<file path="src/rtl/puf_stream_engine.sv">
// puf_stream_engine: descriptor-driven word stream engine.
// Reads LENGTH words, transforms them by MODE, writes them out, posts STATUS.
module puf_stream_engine #(
  parameter int BYTE_WIDTH           = 1,
  parameter int INMEM_ADDRESS_WIDTH  = 17,
  parameter int OUTMEM_ADDRESS_WIDTH = 13,
  parameter int FIFO_DEPTH_LOG2      = 2,
  parameter int RAND_ADDR_WIDTH      = 13
) (
  input  logic                            clk,
  input  logic                            reset,
  input  logic                            userRunValue,
  output logic                            userRunClear,
  output logic                            register32CmdReq,
  input  logic                            register32CmdAck,
  output logic                            register32WriteEn,
  output logic [7:0]                      register32Address,
  output logic [31:0]                     register32WriteData,
  input  logic                            register32ReadDataValid,
  input  logic [31:0]                     register32ReadData,
  output logic                            inputMemoryReadReq,
  input  logic                            inputMemoryReadAck,
  output logic [INMEM_ADDRESS_WIDTH-1:0]  inputMemoryReadAdd,
  input  logic                            inputMemoryReadDataValid,
  input  logic [8*BYTE_WIDTH-1:0]         inputMemoryReadData,
  output logic                            outputMemoryWriteReq,
  input  logic                            outputMemoryWriteAck,
  output logic [OUTMEM_ADDRESS_WIDTH-1:0] outputMemoryWriteAdd,
  output logic [8*BYTE_WIDTH-1:0]         outputMemoryWriteData,
  output logic [BYTE_WIDTH-1:0]           outputMemoryWriteByteMask,
  input  logic [8*BYTE_WIDTH-1:0]         randData,
  output logic [RAND_ADDR_WIDTH-1:0]      randAddr
);
  localparam int DW  = 8 * BYTE_WIDTH;
  localparam int IAW = INMEM_ADDRESS_WIDTH;
  localparam int OAW = OUTMEM_ADDRESS_WIDTH;
  localparam int RAW = RAND_ADDR_WIDTH;
  localparam int PW  = FIFO_DEPTH_LOG2;
  localparam int CW  = FIFO_DEPTH_LOG2 + 1;
  localparam int CW1 = CW + 1;
  localparam int D   = 1 << FIFO_DEPTH_LOG2;

  typedef enum logic [1:0] {IDLE, READ_PARAMS, RUN, WRITE_STATUS} state_t;

  state_t          state_q, state_d;
  logic [31:0]     len_q, len_d;
  logic [1:0]      mode_q, mode_d;
  logic [DW-1:0]   opnd_q, opnd_d;
  logic [1:0]      prm_q, prm_d;
  logic [31:0]     issued_q, issued_d;
  logic [31:0]     words_q, words_d;
  logic [CW-1:0]   pend_q, pend_d;
  logic [CW-1:0]   cnt_q, cnt_d;
  logic [PW-1:0]   wptr_q, wptr_d;
  logic [PW-1:0]   rptr_q, rptr_d;
  logic            clr_q, clr_d;
  logic            cmd_q, cmd_d;
  logic            we_q, we_d;
  logic [7:0]      radr_q, radr_d;
  logic [31:0]     wdat_q, wdat_d;
  logic            in_req_q, in_req_d;
  logic [IAW-1:0]  in_add_q, in_add_d;
  logic            out_req_q, out_req_d;
  logic [OAW-1:0]  out_add_q, out_add_d;
  logic [DW-1:0]   out_dat_q, out_dat_d;
  logic [RAW-1:0]  rnd_q, rnd_d;
  logic [DW-1:0]   fifo_mem [D];

  logic            reg_acc, rd_acc, wr_acc;
  logic            push, pop;
  logic [DW-1:0]   head, xform;
  logic [CW:0]     credit;
  logic            unused_rd;

  assign reg_acc = cmd_q & register32CmdAck;
  assign rd_acc  = in_req_q & inputMemoryReadAck;
  assign wr_acc  = out_req_q & outputMemoryWriteAck;
  assign push    = (state_q == RUN) & inputMemoryReadDataValid;
  assign pop     = (state_q == RUN) & ((cnt_q != '0) | push)
                 & (~out_req_q | wr_acc);
  // an empty FIFO passes the arriving word straight through
  assign head    = (cnt_q == '0) ? inputMemoryReadData
                                 : fifo_mem[rptr_q];
  assign unused_rd = ^register32ReadData;

  // word transform selected by MODE
  always_comb begin
    xform = head;
    unique case (mode_q)
      2'd0: xform = head;
      2'd1: xform = head * opnd_q;
      2'd2: xform = head ^ randData;
      2'd3: xform = randData ^ opnd_q;
    endcase
  end

  // next-state logic for the control FSM, credits and output regs
  always_comb begin
    state_d   = state_q;
    len_d     = len_q;
    mode_d    = mode_q;
    opnd_d    = opnd_q;
    prm_d     = prm_q;
    issued_d  = issued_q;
    words_d   = words_q;
    pend_d    = pend_q;
    cnt_d     = cnt_q;
    wptr_d    = wptr_q;
    rptr_d    = rptr_q;
    clr_d     = clr_q;
    cmd_d     = cmd_q;
    we_d      = we_q;
    radr_d    = radr_q;
    wdat_d    = wdat_q;
    in_req_d  = in_req_q;
    in_add_d  = in_add_q;
    out_req_d = out_req_q;
    out_add_d = out_add_q;
    out_dat_d = out_dat_q;
    rnd_d     = rnd_q;
    credit    = '0;
    unique case (state_q)
      IDLE: begin
        clr_d = 1'b0;
        if (userRunValue && !clr_q) begin
          state_d = READ_PARAMS;
          radr_d  = 8'd0;
          we_d    = 1'b0;
          cmd_d   = 1'b1;
          prm_d   = 2'd0;
        end
      end
      READ_PARAMS: begin
        if (reg_acc) begin
          radr_d = radr_q + 8'd1;
          if (radr_q == 8'd2) cmd_d = 1'b0;
        end
        if (register32ReadDataValid) begin
          prm_d = prm_q + 2'd1;
          case (prm_q)
            2'd0:    len_d  = register32ReadData;
            2'd1:    mode_d = register32ReadData[1:0];
            default: opnd_d = DW'(register32ReadData);
          endcase
          if (prm_q == 2'd2) begin
            in_add_d  = '0;
            out_add_d = '0;
            rnd_d     = '0;
            words_d   = '0;
            issued_d  = '0;
            if (len_q == 32'd0) begin
              state_d = WRITE_STATUS;
              cmd_d   = 1'b1;
              we_d    = 1'b1;
              radr_d  = 8'd3;
              wdat_d  = {1'b1, mode_q, 29'd0};
            end else begin
              state_d  = RUN;
              in_req_d = 1'b1;
            end
          end
        end
      end
      RUN: begin
        if (rd_acc) begin
          issued_d = issued_q + 32'd1;
          in_add_d = in_add_q + IAW'(1);
        end
        pend_d = pend_q + CW'(rd_acc) - CW'(push);
        cnt_d  = cnt_q + CW'(push) - CW'(pop);
        if (push) wptr_d = wptr_q + PW'(1);
        if (pop)  rptr_d = rptr_q + PW'(1);
        credit   = {1'b0, pend_d} + {1'b0, cnt_d};
        in_req_d = (issued_d != len_q) && (credit < CW1'(D));
        if (wr_acc) begin
          words_d   = words_q + 32'd1;
          out_req_d = 1'b0;
          if (words_d != len_q) out_add_d = out_add_q + OAW'(1);
        end
        if (pop) begin
          out_req_d = 1'b1;
          out_dat_d = xform;
          rnd_d     = rnd_q + RAW'(1);
        end
        if (wr_acc && (words_d == len_q)) begin
          state_d = WRITE_STATUS;
          cmd_d   = 1'b1;
          we_d    = 1'b1;
          radr_d  = 8'd3;
          wdat_d  = {1'b1, mode_q, words_d[28:0]};
        end
      end
      WRITE_STATUS: begin
        if (reg_acc) begin
          cmd_d   = 1'b0;
          we_d    = 1'b0;
          clr_d   = 1'b1;
          state_d = IDLE;
        end
      end
      default: state_d = IDLE;
    endcase
  end

  // state and registered outputs
  always_ff @(posedge clk) begin
    if (reset) begin
      state_q   <= IDLE;
      len_q     <= '0;
      mode_q    <= '0;
      opnd_q    <= '0;
      prm_q     <= '0;
      issued_q  <= '0;
      words_q   <= '0;
      pend_q    <= '0;
      cnt_q     <= '0;
      wptr_q    <= '0;
      rptr_q    <= '0;
      clr_q     <= 1'b0;
      cmd_q     <= 1'b0;
      we_q      <= 1'b0;
      radr_q    <= '0;
      wdat_q    <= '0;
      in_req_q  <= 1'b0;
      in_add_q  <= '0;
      out_req_q <= 1'b0;
      out_add_q <= '0;
      out_dat_q <= '0;
      rnd_q     <= '0;
    end else begin
      state_q   <= state_d;
      len_q     <= len_d;
      mode_q    <= mode_d;
      opnd_q    <= opnd_d;
      prm_q     <= prm_d;
      issued_q  <= issued_d;
      words_q   <= words_d;
      pend_q    <= pend_d;
      cnt_q     <= cnt_d;
      wptr_q    <= wptr_d;
      rptr_q    <= rptr_d;
      clr_q     <= clr_d;
      cmd_q     <= cmd_d;
      we_q      <= we_d;
      radr_q    <= radr_d;
      wdat_q    <= wdat_d;
      in_req_q  <= in_req_d;
      in_add_q  <= in_add_d;
      out_req_q <= out_req_d;
      out_add_q <= out_add_d;
      out_dat_q <= out_dat_d;
      rnd_q     <= rnd_d;
    end
  end

  // FIFO storage, no reset needed
  always_ff @(posedge clk) begin
    if (push) fifo_mem[wptr_q] <= inputMemoryReadData;
  end

  fifo_no_overflow: assert property (
    @(posedge clk) disable iff (reset)
    !(push && (cnt_q == CW'(D))));

  assign userRunClear              = clr_q;
  assign register32CmdReq          = cmd_q;
  assign register32WriteEn         = we_q;
  assign register32Address         = radr_q;
  assign register32WriteData       = wdat_q;
  assign inputMemoryReadReq        = in_req_q;
  assign inputMemoryReadAdd        = in_add_q;
  assign outputMemoryWriteReq      = out_req_q;
  assign outputMemoryWriteAdd      = out_add_q;
  assign outputMemoryWriteData     = out_dat_q;
  assign outputMemoryWriteByteMask = '1;
  assign randAddr                  = rnd_q;

endmodule

</file>
<file path="config.mk">
export PLATFORM = sky130hd
export DESIGN_NAME = puf_stream_engine
export DESIGN_NICKNAME = d
export VERILOG_FILES = /design/src/rtl/puf_stream_engine.sv
export SDC_FILE = /design/constraint.sdc
export NUM_CORES = 1
export LEC_CHECK = 0
export BUFFER_PORTS_ARGS = -buffer_cell sky130_fd_sc_hd__buf_2
export CORE_ASPECT_RATIO = 1.5
export CORE_MARGIN = 2
export CORE_UTILIZATION = 24
export CTS_BUF_LIST = sky130_fd_sc_hd__clkbuf_8 sky130_fd_sc_hd__clkbuf_16
export CTS_CLUSTER_DIAMETER = 200
export CTS_CLUSTER_SIZE = 10
export DETAILED_ROUTE_END_ITERATION = 16
export SETUP_SLACK_MARGIN = 0.4
export SLEW_MARGIN = 10
export SYNTH_ARGS = -nofsm -noshare
export SYNTH_HDL_FRONTEND = slang
export SYNTH_SLANG_ARGS = --single-unit
</file>
<file path="constraint.sdc">
create_clock -name clk -period 5.6 [get_ports clk]
set_input_delay 0.28 -clock clk [delete_from_list [all_inputs] [get_ports clk]]
set_output_delay 0.28 -clock clk [all_outputs]
set_load 0.02 [all_outputs]
</file>
==> impl_results.md, run 1 <==
* Status: complete, no violations
* Worst Hold Path Cells at 1
* Hold EP: fifo_mem[3][2]
* TritonCTS Buffers at 28
* Pre-antenna DRT Iters at 5
* Most frequent cells in the layout: nand2_1 (287), dfxtp_1 (217), a21oi_1 (176)
* Pwr dens at 302 nW/um^2
* Worst-margin pin slew at between 1000 and 1500 ps
* WP depth at 17
* Gpl congestion at approximately 0.96
* WHS at approximately 20 ps
* Final WL at between 50 and 60 mm
* CTS tree: done
* Synth Register Bits at 250
* Final core occ at between 20 and 30%
* Slew Limit Fails at 0
* Pleak at ~0.0064 uW
* DR vias/cell at just under 5
* Gr busiest metal: met2
* Final Hold Fails at 0
* Reg2Reg Setup Slack at roughly 700 ps
* GR Layer Usage met3 at 2.03%
* Critical Path RT at between 6000 and 7000 ps
* Initial antenna violation count at 3
* Worst Setup Start Kind: flop
* First-pass GRT wire length at 79.4 mm
* Starting Density at 24.2%
* Worst reg2reg path startpoint: cnt_q[2]
* Share of cells above drive strength 1 at about an eighth
* Crit path largest cell delay at between 500 and 600 ps
* DRC Markers at 0
* Commonest non-fill, non-tap cell in the layout: nand2_1
* Final setup violation count at 0
* H-Tree Level Count at 1
* Cell Area, Synth at ~15000 sq um
* Reg clk slew, reported paths at ~60 ps
* Syn Area/Cell at about 8 sq um
* Synth area leader: dfxtp_1
* Clk Tree Root Cell: clkbuf_16
* Worst r2r path cells at 17
* Slowest cell on crit path: or3_1
* Antenna Nets Post-Route at 0
* Core Area at ~63000 sq um
* Max FO, Critical Path at 9
* Post-synth EDFFs at 32
* Maximum VDD drop at approximately 280 uV
* Element type at the critical path end: flop
* Distinct cells, synth at 80
* Worst reg2reg path endpoint: outputMemoryWriteData[7]
* Fin crit share at 87.5%
* Fillers at ~6.9k
* Arrival @ worst endpoint at around 5400 ps
* GRT overflow at 0
* Max_cap viols at 0
* Clk sink count at between 200 and 300
* I/O pins at roughly 150
* Syn Inst Count at 1932
* Routed WL per cell at 18.2 microns
* Critical path's most frequent cell: fa_1
* Total Routing Usage GR at about 15%
* Largest net degree at the start of global routing at 92
* CP delay by family, top: adder cells
* Worst min-delay path category: in -> reg
* PortBufs at roughly 150
* Detailed placement HPWL at approximately 38 mm
* Vias in the first global route at ~14k
* RSZ-0062 raised after global routing: false
* CTS max path bufs at 3
* YS warnings at 0
* Setup bufs post-CTS at 0
* Synth area leaders: dfxtp_1 (28%), xnor2_1 (7.8%), nand2_1 (7.0%), edfxtp_1 (6.3%), a21oi_1 (5.7%)
* Min-Delay Startpoint: inputMemoryReadData[2]
* Via Count at between 10k and 15k
* CP Cell Sequence: or3_1 > mux2_2 > nand2_1 > fa_1 > fa_1 > inv_1 > fa_1 > inv_1 > fa_1 > inv_1 > ha_1 > a21oi_1 > xnor2_1 > xnor2_1 > xnor2_1 > nand3b_1 > a21oi_1
* Post-synth ARST share at 0%
* Top cell type's share of synthesized area at 28.4%
* Syn Nets at between 2k and 2.5k
* Clk Latency, worst-skew pair at 570 ps
* Max Clock Skew at approximately 27 ps
* Crit path buf inv count at 3
* Die height at approximately 310 microns
* Area Growth Syn to Fin at 15.9%
* Crit Path Class: reg -> reg
* Slew headroom at 28.7%
* Tmin final at ~4900 ps
* Dominant synthesized flop cell: dfxtp_1
* Max Freq at between 0.2 and 0.25 GHz
* Met2 Resource Use GR at 29.4%
* Met1 Usage GRT at approximately 16%
* Row count at roughly 110
* Setup TNS at 0 ps
* Seq/Total Area, Yosys at between 30% and 40%
* Die Area at between 60000 and 70000 sq um
* Nets at roughly 2.1k
* 1st-iter DRT viols at around 910
* Chip width at around 210 microns
-- how the worst max path moves through the flow --
stage,from,end
finish,cnt_q[2],outputMemoryWriteData[7]
detailed placement,flop,outputMemoryWriteData[6]
global placement,flop,outputMemoryWriteData[6]
floorplan,flop,outputMemoryWriteData[6]
CTS,flop,outputMemoryWriteData[6]
global route,cnt_q[2],outputMemoryWriteData[7]
-- kinds of logic after synthesis --
kind of cell	share of synthesized area (%)
AOI/OAI and AO/OA	14.8
xor gates and xnor gates	11.0
adders and majority gates	5.09
buffers and inverters	5.52
DFF	34.7
muxes	3.50
other	0.0244
and+or+nand+nor	25.3
-- worst register-to-register path: stages, from the launching register on --
cell,delay [ps]
dfxtp_1,330
or3_1,570
mux2_2,450
nand2_1,110
fa_1,440
fa_1,560
inv_1,50
fa_1,470
inv_1,50
fa_1,520
inv_1,40
ha_1,310
a21oi_1,200
xnor2_1,160
xnor2_1,160
xnor2_1,140
nand3b_1,90
a21oi_1,160
-- state kept, by name, summed over array words and instances, names as in the netlist, 3 cells and up, named ones only --
signal / flops
fifo_mem: 32
issued_q: 32
len_q: 32
register32WriteData: 32
words_q: 32
inputMemoryReadAdd: 17
outputMemoryWriteAdd: 13
randAddr: 13
opnd_q: 8
outputMemoryWriteData: 8
register32Address: 8
cnt_q: 3
pend_q: 3
-- Yosys cell counts (6+ instances only) --
cell and number:
nor2_1 163, buf_4 7, and3_1 30, or3_1 30, and4_1 7, ha_1 40
xor2_1 56, nor4_1 26, a211o_1 6, buf_2 23, mux2_2 13, a211oi_1 13
inv_1 66, or4_1 12, mux4_2 8, a21o_1 14, clkbuf_1 98, xnor2_1 137
o31ai_1 8, buf_1 10, a31oi_1 10, mux2i_1 21, fa_1 14, a22oi_1 20
nand4_1 46, o21ai_0 61, and2_1 30, a21oi_1 176, nor3_1 61, dfxtp_1 218
edfxtp_1 32, a2bb2oi_1 10, nand2_1 288, nand2b_1 14, nand3_1 72
-- metrics by stage --
step / total power (uW) / std cells / instance area, sq um / setup WS [ps]
after detailed placement: 3760 / 2766 / 16700 / 570
final: 5370 / 2836 / 17800 / 702
after CTS: 5440 / 2834 / 17800 / 538
after floorplan: 3210 / 1932 / 15300 / 842
after global placement: 3750 / 2766 / 16700 / 601
after global routing: 5660 / 2836 / 17800 / 404
-- cell type report --
class                           count  area [sq um]  share of cell area (%)
Multi-Input combinational cell   1475          9200                    51.8
Clock buffer                       29           726                    4.08
Clock inverter                      4          15.0                  0.0844
Timing Repair Buffer              204          1250                    7.02
Antenna cell                        2          5.00                  0.0281
Tap cell                          805          1010                    5.67
Sequential cell                   250          5330                    30.0
Inverter                           67           251                    1.41
-- report_power, final --
group	switching [uW]	internal, uW	total, uW
Clock	738	904	1640
Sequential	142	1900	2040
Combinational	1170	519	1690
Total	2050	3320	5370
-- routing by layer --
layer | wire [microns] | up-vias
li1 | - | 6882
met1 | 19600 | 6711
met2 | 27200 | 375
met3 | 2300 | 116
met4 | 2480 | 0
met5 | 0 | -
-- timing repair --
item	4_1_cts	5_1_grt
endpoints found under the setup margin	0	2
hold buffers	35	0
resized for setup	0	1
hold endpoints to repair	54	0
Power figures use the tool's default switching activity.
==> run 2: changes to the inputs <==
==> constraint.sdc (replaced) <==
create_clock -name clk -period 5.4 [get_ports clk]
set_input_delay 0.27 -clock clk [delete_from_list [all_inputs] [get_ports clk]]
set_output_delay 0.27 -clock clk [all_outputs]
set_load 0.02 [all_outputs]
==> run 2 against run 1 <==
The run now ends with negative hold slack left. Design area up 0.68%. Via count up 0.12%. Die area unchanged. Worst setup slack better by 5.9 ps. Power up 4.5%. Count of clock-buffer cells in the layout unchanged. Clock skew down 8.6 ps. Largest cell class unchanged. Critical path type unchanged. Global-route usage down 0.16 points. Clock power up 3%. Non-clock buffer count up 13. Largest power group unchanged. Final cell count up 0.46%. Fmax up 4.4%.
==> impl_results.md, run 2 (synthesized netlist as in run 1, its figures left out) <==
* Maximum VDD drop at a little under 300 uV
* 1st-iter DRT viols at slightly above 900
* Critical Path RT at ~5900 ps
* Pre-antenna DRT Iters at 5
* Clk Tree Root Cell: clkbuf_16
* Fillers at between 6k and 7k
* I/O pins at about 150
* Commonest non-fill, non-tap cell in the layout: nand2_1
* Vias in the first global route at approximately 13k
* Pleak at approximately 0.0065 uW
* CTS max path bufs at 3
* Tmin final at roughly 4700 ps
* Hold EP: fifo_mem[0][1]
* Total Routing Usage GR at about 15%
* CP delay by family, top: adder cells
* Worst Setup Start Kind: flop
* Max Clock Skew at between 15 and 20 ps
* Clk sink count at 250
* Worst-margin pin slew at 1080 ps
* DR vias/cell at 4.95
* Worst Hold Path Cells at 1
* CTS tree: done
* Worst min-delay path category: in -> reg
* Crit Path Class: reg -> reg
* H-Tree Level Count at 1
* Routed WL per cell at 18.2 microns
* Nets at ~2.1k
* PortBufs at around 150
* Crit path buf inv count at 3
* RSZ-0062 raised after global routing: false
* Detailed placement HPWL at between 30 and 40 mm
* WP depth at 17
* WHS at -3.60 ps
* CP Cell Sequence: or3_4 > mux2_2 > nand2_1 > fa_1 > fa_1 > inv_1 > fa_1 > inv_1 > fa_1 > inv_1 > ha_1 > a21oi_1 > xnor2_1 > xnor2_1 > xnor2_1 > nand3b_1 > a21oi_1
* # placed instances at about 2.8k
* Setup TNS at 0 ps
* Final WL at between 50 and 60 mm
* Worst reg2reg path endpoint: outputMemoryWriteData[7]
* Slew Limit Fails at 0
* Core Area at ~63000 sq um
* Row count at about 110
* Pwr dens at about 310 nW/um^2
* Antenna Nets Post-Route at 0
* Area Growth Syn to Fin at 16.7%
* Fin crit share at 86.9%
* Final Hold Fails at 1
* Starting Density at 24.2%
* Reg clk slew, reported paths at about 70 ps
* Slowest cell on crit path: fa_1
* Max Freq at 0.213 GHz
* GRT overflow at 0
* Min-Delay Startpoint: inputMemoryReadData[1]
* Worst reg2reg path startpoint: cnt_q[2]
* Largest net degree at the start of global routing at between 60 and 70
* Final core occ at approximately 28%
* Critical path's most frequent cell: fa_1
* Post-Layout Cell Count at ~2.8k
* Element type at the critical path end: flop
* Max FO, Critical Path at 9
* Chip width at between 200 and 250 microns
* Gpl congestion at around 0.98
* First-pass GRT wire length at between 70 and 80 mm
* Die Area at roughly 66000 sq um
* Most frequent cells in the layout: nand2_1 (287), dfxtp_1 (217), a21oi_1 (176)
* Worst r2r path cells at 17
* Failing checks: negative hold slack
* Register area at roughly 5300 sq um
* Reg2Reg Setup Slack at between 700 and 800 ps
* Share of cells above drive strength 1 at ~13%
* Initial antenna violation count at 2
* Crit path largest cell delay at 540 ps
* Final setup violation count at 0
* Max_cap viols at 0
* Die height at around 310 microns
* Slew headroom at ~28%
* Status: finished with violations
* Arrival @ worst endpoint at roughly 5200 ps
* Clk Latency, worst-skew pair at roughly 570 ps
* Area of the multi-input gates at slightly above 9000 sq um
* Via Count at between 10k and 15k
* DRC Markers at 0
* TritonCTS Buffers at 28
## run 2: how the worst max path moves through the flow
stage	startpoint	endpoint	slack, ps
3_5_place_dp	cnt_q[2]	outputMemoryWriteData[7]	580
2_1_floorplan	flop	outputMemoryWriteData[6]	640
3_3_place_gp	cnt_q[2]	outputMemoryWriteData[7]	590
4_1_cts	cnt_q[2]	outputMemoryWriteData[7]	570
6_report	cnt_q[2]	outputMemoryWriteData[7]	710
5_1_grt	cnt_q[2]	outputMemoryWriteData[7]	410
## run 2: area by class of cell
cell class | instances | share of cell area [%]
inverters | 67 | 1.40
diodes | 1 | 0.0140
well taps | 805 | 5.63
flip-flops and latches | 250 | 29.8
repair buffers | 217 | 7.60
clock inverters | 5 | 0.105
clock buffers | 29 | 4.05
multi-input cells | 1475 | 51.4
## run 2: stage by stage
stage / hold slack (ps) / setup WS, ps / cell area (sq um) / power (uW)
floorplan: 369 / 642 / 15300 / 3330
global placement: 438 / 589 / 16800 / 3940
detailed placement: 445 / 584 / 16800 / 3940
CTS: 2.32 / 573 / 17900 / 5680
global route: 2.71 / 407 / 17900 / 5900
finish: -3.60 / 708 / 17900 / 5610
## run 2: power by group
group | total (uW) | leakage (uW) | internal (uW) | switching [uW]
Clock | 1690 | 0.000384 | 937 | 755
Sequential | 2110 | 0.00205 | 1970 | 144
Combinational | 1810 | 0.00408 | 573 | 1230
Total | 5610 | 0.00651 | 3480 | 2130
## run 2: what timing repair did
action	CTS	global route
setup buffers	0	0
endpoints found under the hold margin	56	0
resized for setup	0	3
hold buffers	36	0
endpoints found under the setup margin	0	2
## run 2: metal layers
metal  share of wire (%)  wire length, microns  global-route usage, %  up-vias
li1                    -                     -                      -     6929
met1                  38                 19600                   16.2     6663
met2                  53                 27400                   29.1      376
met3                 4.1                  2110                   1.77      133
met4                 5.0                  2560                   7.31        0
met5                   0                     0                      0        -
